<file path="src/rtl/fft_pkg.sv">
// Shared types, default widths and the bit-reversal helper for the FFT reorder path.
package fft_pkg;

  localparam int DEF_IDX_WIDTH  = 5;
  localparam int DEF_DATA_WIDTH = 32;

  typedef enum logic {
    WR_FILL  = 1'b0,
    WR_STALL = 1'b1
  } wr_state_e;

  typedef enum logic {
    RD_IDLE  = 1'b0,
    RD_DRAIN = 1'b1
  } rd_state_e;

  typedef struct packed {
    wr_state_e wr;
    rd_state_e rd;
    logic      wbank;
    logic      rbank;
  } dbg_state_t;

  // Reverse the low 'width' bits of idx; width must be constant at the call site.
  function automatic int unsigned bitrev(input int unsigned idx, input int unsigned width);
    int unsigned r;
    r = 0;
    for (int unsigned b = 0; b < width; b++) begin
      r = (r << 1) | ((idx >> b) & 32'd1);
    end
    return r;
  endfunction

endpackage

</file>
<file path="src/rtl/fft_pingpong_bank.sv">
// One frame of sample storage plus its full flag; write and read ports are independent.
module fft_pingpong_bank
  import fft_pkg::*;
#(
  parameter int IDX_WIDTH  = DEF_IDX_WIDTH,
  parameter int DATA_WIDTH = DEF_DATA_WIDTH
) (
  input  logic                  clk,
  input  logic                  rst_n,
  input  logic [IDX_WIDTH-1:0]  wr_addr,
  input  logic [DATA_WIDTH-1:0] wr_data,
  input  logic                  wr_en,
  input  logic                  set_full,
  input  logic [IDX_WIDTH-1:0]  rd_addr,
  output logic [DATA_WIDTH-1:0] rd_data,
  input  logic                  clear_full,
  output logic                  full
);

  localparam int IDX_SIZE = 2 ** IDX_WIDTH;

  logic [DATA_WIDTH-1:0] mem [IDX_SIZE];

  always_ff @(posedge clk or negedge rst_n) begin
    if (!rst_n) begin
      for (int i = 0; i < IDX_SIZE; i++) mem[i] <= '0;
    end else if (wr_en) begin
      mem[wr_addr] <= wr_data;
    end
  end

  // set and clear never coincide: a full bank is not written, an empty one is not read.
  always_ff @(posedge clk or negedge rst_n) begin
    if (!rst_n) begin
      full <= 1'b0;
    end else if (set_full) begin
      full <= 1'b1;
    end else if (clear_full) begin
      full <= 1'b0;
    end
  end

  assign rd_data = mem[rd_addr];

endmodule

</file>
<file path="src/rtl/fft_bitrev_stream.sv">
// Streaming bit-reversal reorder buffer: frames are written in bit-reversed slots and
// drained in slot order from a ping-pong pair of banks.
module fft_bitrev_stream
  import fft_pkg::*;
#(
  parameter int IDX_WIDTH  = DEF_IDX_WIDTH,
  parameter int DATA_WIDTH = DEF_DATA_WIDTH
) (
  input  logic                  clk,
  input  logic                  rst_n,
  input  logic                  in_valid,
  output logic                  in_ready,
  input  logic [DATA_WIDTH-1:0] in_data,
  output logic                  out_valid,
  input  logic                  out_ready,
  output logic [DATA_WIDTH-1:0] out_data,
  output logic                  out_last,
  output dbg_state_t            dbg_state
);

  localparam logic [IDX_WIDTH-1:0] CNT_LAST = '1;

  logic [IDX_WIDTH-1:0]  wcnt, rcnt, wr_addr;
  logic                  wbank, rbank;
  logic [1:0]            full;
  logic [DATA_WIDTH-1:0] rd_data [2];
  logic                  in_accept, out_accept;

  // Handshake: a transfer happens on a rising edge where valid && ready; valid never
  // depends on ready, and data/last are held while valid && !ready.
  assign in_ready   = !full[wbank];
  assign out_valid  = full[rbank];
  assign out_data   = rd_data[rbank];
  assign out_last   = out_valid && (rcnt == CNT_LAST);
  assign in_accept  = in_valid && in_ready;
  assign out_accept = out_valid && out_ready;
  assign wr_addr    = IDX_WIDTH'(bitrev(32'(wcnt), IDX_WIDTH));

  for (genvar g = 0; g < 2; g++) begin : g_bank
    fft_pingpong_bank #(
      .IDX_WIDTH  (IDX_WIDTH),
      .DATA_WIDTH (DATA_WIDTH)
    ) u_bank (
      .clk        (clk),
      .rst_n      (rst_n),
      .wr_addr    (wr_addr),
      .wr_data    (in_data),
      .wr_en      (in_accept && (wbank == 1'(g))),
      .set_full   (in_accept && (wbank == 1'(g)) && (wcnt == CNT_LAST)),
      .rd_addr    (rcnt),
      .rd_data    (rd_data[g]),
      .clear_full (out_accept && (rbank == 1'(g)) && (rcnt == CNT_LAST)),
      .full       (full[g])
    );
  end

  always_ff @(posedge clk or negedge rst_n) begin
    if (!rst_n) begin
      wcnt  <= '0;
      wbank <= 1'b0;
    end else if (in_accept) begin
      wcnt <= wcnt + 1'b1;
      if (wcnt == CNT_LAST) wbank <= ~wbank;
    end
  end

  always_ff @(posedge clk or negedge rst_n) begin
    if (!rst_n) begin
      rcnt  <= '0;
      rbank <= 1'b0;
    end else if (out_accept) begin
      rcnt <= rcnt + 1'b1;
      if (rcnt == CNT_LAST) rbank <= ~rbank;
    end
  end

  // Side states are pure decodes of the full flags.
  always_comb begin
    dbg_state       = '0;
    dbg_state.wr    = full[wbank] ? WR_STALL : WR_FILL;
    dbg_state.rd    = full[rbank] ? RD_DRAIN : RD_IDLE;
    dbg_state.wbank = wbank;
    dbg_state.rbank = rbank;
  end

endmodule

</file>
<file path="config.mk">
export PLATFORM = sky130hd
export DESIGN_NAME = fft_bitrev_stream
export DESIGN_NICKNAME = d
export VERILOG_FILES = /design/src/rtl/fft_pkg.sv /design/src/rtl/fft_pingpong_bank.sv /design/src/rtl/fft_bitrev_stream.sv
export SDC_FILE = /design/constraint.sdc
export NUM_CORES = 2
export LEC_CHECK = 0
export BUFFER_PORTS_ARGS = -buffer_cell sky130_fd_sc_hd__buf_2
export CAP_MARGIN = 20
export CELL_PAD_IN_SITES_DETAIL_PLACEMENT = 1
export CELL_PAD_IN_SITES_GLOBAL_PLACEMENT = 2
export CORE_AREA = 2 2 464 466
export DETAILED_ROUTE_END_ITERATION = 12
export DIE_AREA = 0 0 466 468
export PLACE_DENSITY = 0.87
export SYNTH_ARGS = -nofsm -noshare
export SYNTH_HDL_FRONTEND = slang
export SYNTH_SLANG_ARGS = --single-unit
</file>
<file path="constraint.sdc">
create_clock -name clk -period 2.2 [get_ports clk]
set_input_delay 0.22 -clock clk [delete_from_list [all_inputs] [get_ports clk]]
set_output_delay 0.22 -clock clk [all_outputs]
set_load 0.01 [all_outputs]
</file>
==> qor.csv <==
stage,metric,value,unit
outcome,status,"complete, but fails checks",
outcome,violations,negative setup slack,
setup_path,endpoint_kind,primary output,
layout,drive_above_1_share,62.44,%
die,num_rows,170,
layout,area_growth,19.74,%
pwr,power_switching,0.04182,W
layout,fin_cells,9147,
pwr,p_total,0.1358,W
placement,place_inst,8665,
clock_tree,tritoncts,built,
timing,min_period_over_period,169.6,%
route,drt-initial-drc-count,4190,
timing,hold_viol_final,0,
timing,fin_skew,29.87,ps
pwr,powerDensity,1216,nW/um^2
pwr,power.leakage,51.47,nW
synthesis,synth_top_area_share,55.30,%
die,start_util,43.74,%
timing,setup_tns,-47800,ps
synthesis,yosysMostFrequentCell,dfrtp_1,
synthesis,synth-edff-count,0,
global_routing,grt_pass1_wl,419.0,mm
die,die_h,468,microns
synthesis,synth_flop_cell,dfrtp_1,
route,drc,0,
route,viasPerCell,6.076,
pwr,p_seq_share,39.2,%
synthesis,yosys-top-cells-area,"dfrtp_1, mux2_2, mux4_2",
global_routing,antenna_found_initial,7,
pwr,ir_drop,1.120,mV
layout,nFillCells,19220,
job,cap_violations,0,
placement,dpl_worst_slack,-858.3,ps
pwr,pwr-share-comb,34.4,%
synthesis,postSynth.asyncResetShare,100.0,%
global_routing,grt_pass1_vias,61950,
synthesis,netlist_area,93310,sq um
timing,finalMaxSlewViolations,0,
timing,relSlewSlack,30.53,%
layout,final_area,111700,sq um
synthesis,ys_ff_latch,2062,
clock_tree,clock_insertion_delay_worst_skew,860,ps
die,dieWidth,466,microns
hold_path,worstHoldPathType,input port to register,
synthesis,yosysSeqAreaShare,55.30,%
die,die-area,218100,sq um
clock_tree,clkTransAtPathRegs,60,ps
global_routing,grt_overflow_total,0,
timing,setup_viol,59,
clock_tree,cts.sinks,2062,
layout,register_area,51620,sq um
synthesis,synth_top_area_cell,dfrtp_1,
setup_path,critPathLaunchType,register,
global_routing,grt_max_degree,131,
clock_tree,cts_root_buf,clkbuf_16,
timing,fin_ws,-1531,ps
timing,fmaxAchievable,268.0,MHz
clock_tree,cts_max_level,4,
setup_path,critPathKind,register to primary output,
timing,rsz0062_at_grt,true,
die,num_io_pins,75,
global_routing,grt_use_total,25.59,%
synthesis,ys_warn_count,0,
timing,tightest_slew,1042,ps
setup_path,arrival,3510,ps
pwr,intPower,0.09400,W
route,num_vias,55580,
layout,multi_input_area,40780,sq um
timing,period_minus_slack,3731,ps
synthesis,synth_nets,5858,
clock_tree,cts_buffer_depth,3,
placement,dp_hpwl,168.5,mm
synthesis,yosys.cell_types.count,42,
route,drtAntennaViolNets,0,
pwr,swShare,30.79,%
route,wl_per_cell,31.27,microns
layout,final_nets,6195,
synthesis,synthesis.instances,5813,
clock_tree,cts_buffers,202,
placement,io_buffers,74,
setup_path,critPathMaxFanout,6,
placement,placed_area,101500,sq um
placement,gp_congestion,0.8634,
synthesis,synth.avg_cell_area,16.05,sq um
pwr,clock_power_share,26.4,%
route,drt_pass1_iterations,5,
route,routed_wl,286.0,mm
synthesis,synthTopCellsByCount,"dfrtp_1, mux2_2, mux4_2",
die,core,213300,sq um
setup_path,required,1980,ps
==> worst max-delay path, cell delays in order, from the launching register on <==
cell and delay, ps:
dfrtp_4 490, buf_12 160, buf_12 150, buf_6 170, buf_6 150, mux4_2 560
mux2i_4 220, a221oi_2 130, a21oi_1 220, o21ai_1 110, buf_4 170, buf_6 120
==> cells by family (layout without fill, tap and decap cells) <==
| kind of cell | Yosys count | count (layout) | synth area share, % |
|---|---|---|---|
| flops | 2062 | 2062 | 55.30 |
| buf+inv | 609 | 1101 | 2.938 |
| simple gates | 208 | 208 | 0.9963 |
| other cells | 0 | 4 | 0 |
| xor+xnor | 6 | 6 | 0.05631 |
| mux | 2696 | 2696 | 38.96 |
| compound gates | 223 | 223 | 1.628 |
| fa+ha+maj | 9 | 9 | 0.1207 |
==> per-stage QoR <==
stage               hold WS [ps]  util, %
finish                     72.41    52.37
global route               80.53    52.37
CTS                        21.08    51.56
detailed placement         158.1    47.58
global placement           155.4    47.58
floorplan                 -75.59        -
==> power by group through the flow <==
stage / registers [W] / logic [W] / clock network, W
after floorplan: 0.0511 / 0.0268 / 0
after global placement: 0.0522 / 0.0392 / 0
after detailed placement: 0.0533 / 0.0406 / 0
after CTS: 0.0529 / 0.0439 / 0.0362
after global routing: 0.0543 / 0.0489 / 0.0377
final: 0.0532 / 0.0467 / 0.0359
==> state kept, by name (all words and copies together), names as in the netlist <==
| signal | flops |
|---|---|
| g_bank.u_bank.full | 2 |
| wbank | 1 |
| rbank | 1 |
| g_bank.u_bank.mem | 2048 |
| wcnt | 5 |
| rcnt | 5 |
==> worst paths after layout <==
check | from | to | slack, ps | depth (start not counted)
min in group asynchronous | rst_n | g_bank[0].u_bank.mem[668] | 160 | 3
max in group asynchronous | rst_n | g_bank[0].u_bank.mem[935] | 970 | 3
worst min register to register | g_bank[0].u_bank.mem[689] | g_bank[0].u_bank.mem[689] | 500 | 1
worst max-delay path | rcnt[0] | out_data[23] | -1530 | 11
worst max register to register | wbank | g_bank[0].u_bank.mem[905] | -40 | 8
worst min-delay path | in_data[3] | g_bank[0].u_bank.mem[483] | 70 | 2
==> placed cells by master, fill, tap and decap left out, drive strengths merged, types with 7 or more instances in the layout <==
cell type       n
a221oi         30
nor2b           8
mux2i         100
inv            10
a22oi          62
nand3          39
o22ai           7
clkbuf        325
nand2          92
o21ai          34
dfrtp        2062
a21oi          56
clkinv         28
o221ai         23
mux4          544
nor2           42
mux2         2052
ha              9
buf           702
bufinv         13
dlygate4sd3    20
==> cell type report <==
| class | count | share of cell area (%) |
|---|---|---|
| well taps | 2838 | 3.178 |
| clock inverters | 48 | 0.5700 |
| inverters | 6 | 0.02016 |
| repair buffers | 736 | 8.038 |
| clock buffers | 311 | 5.487 |
| diodes | 4 | 0.008959 |
| multi-input cells | 3142 | 36.50 |
| flip-flops and latches | 2062 | 46.20 |
==> what timing repair did <==
| item | in CTS | in global routing |
|---|---|---|
| pin swaps | 33 | 52 |
| setup buffers | 31 | 61 |
| hold buffers | 20 | 0 |
| endpoints found under the hold margin | 2297 | 0 |
| resized for setup | 221 | 177 |
| gates cloned | 9 | 15 |
| endpoints found under the setup margin | 284 | 189 |
==> metal layers <==
metal	up-vias	global-route usage [%]	share of wire, %
li1	22350	-	-
met1	30970	33.47	41
met2	1669	43.46	50
met3	579	3.582	5.1
met4	6	9.430	4.0
met5	-	0	0.012
No activity file was read; power rests on OpenSTA's default activity.
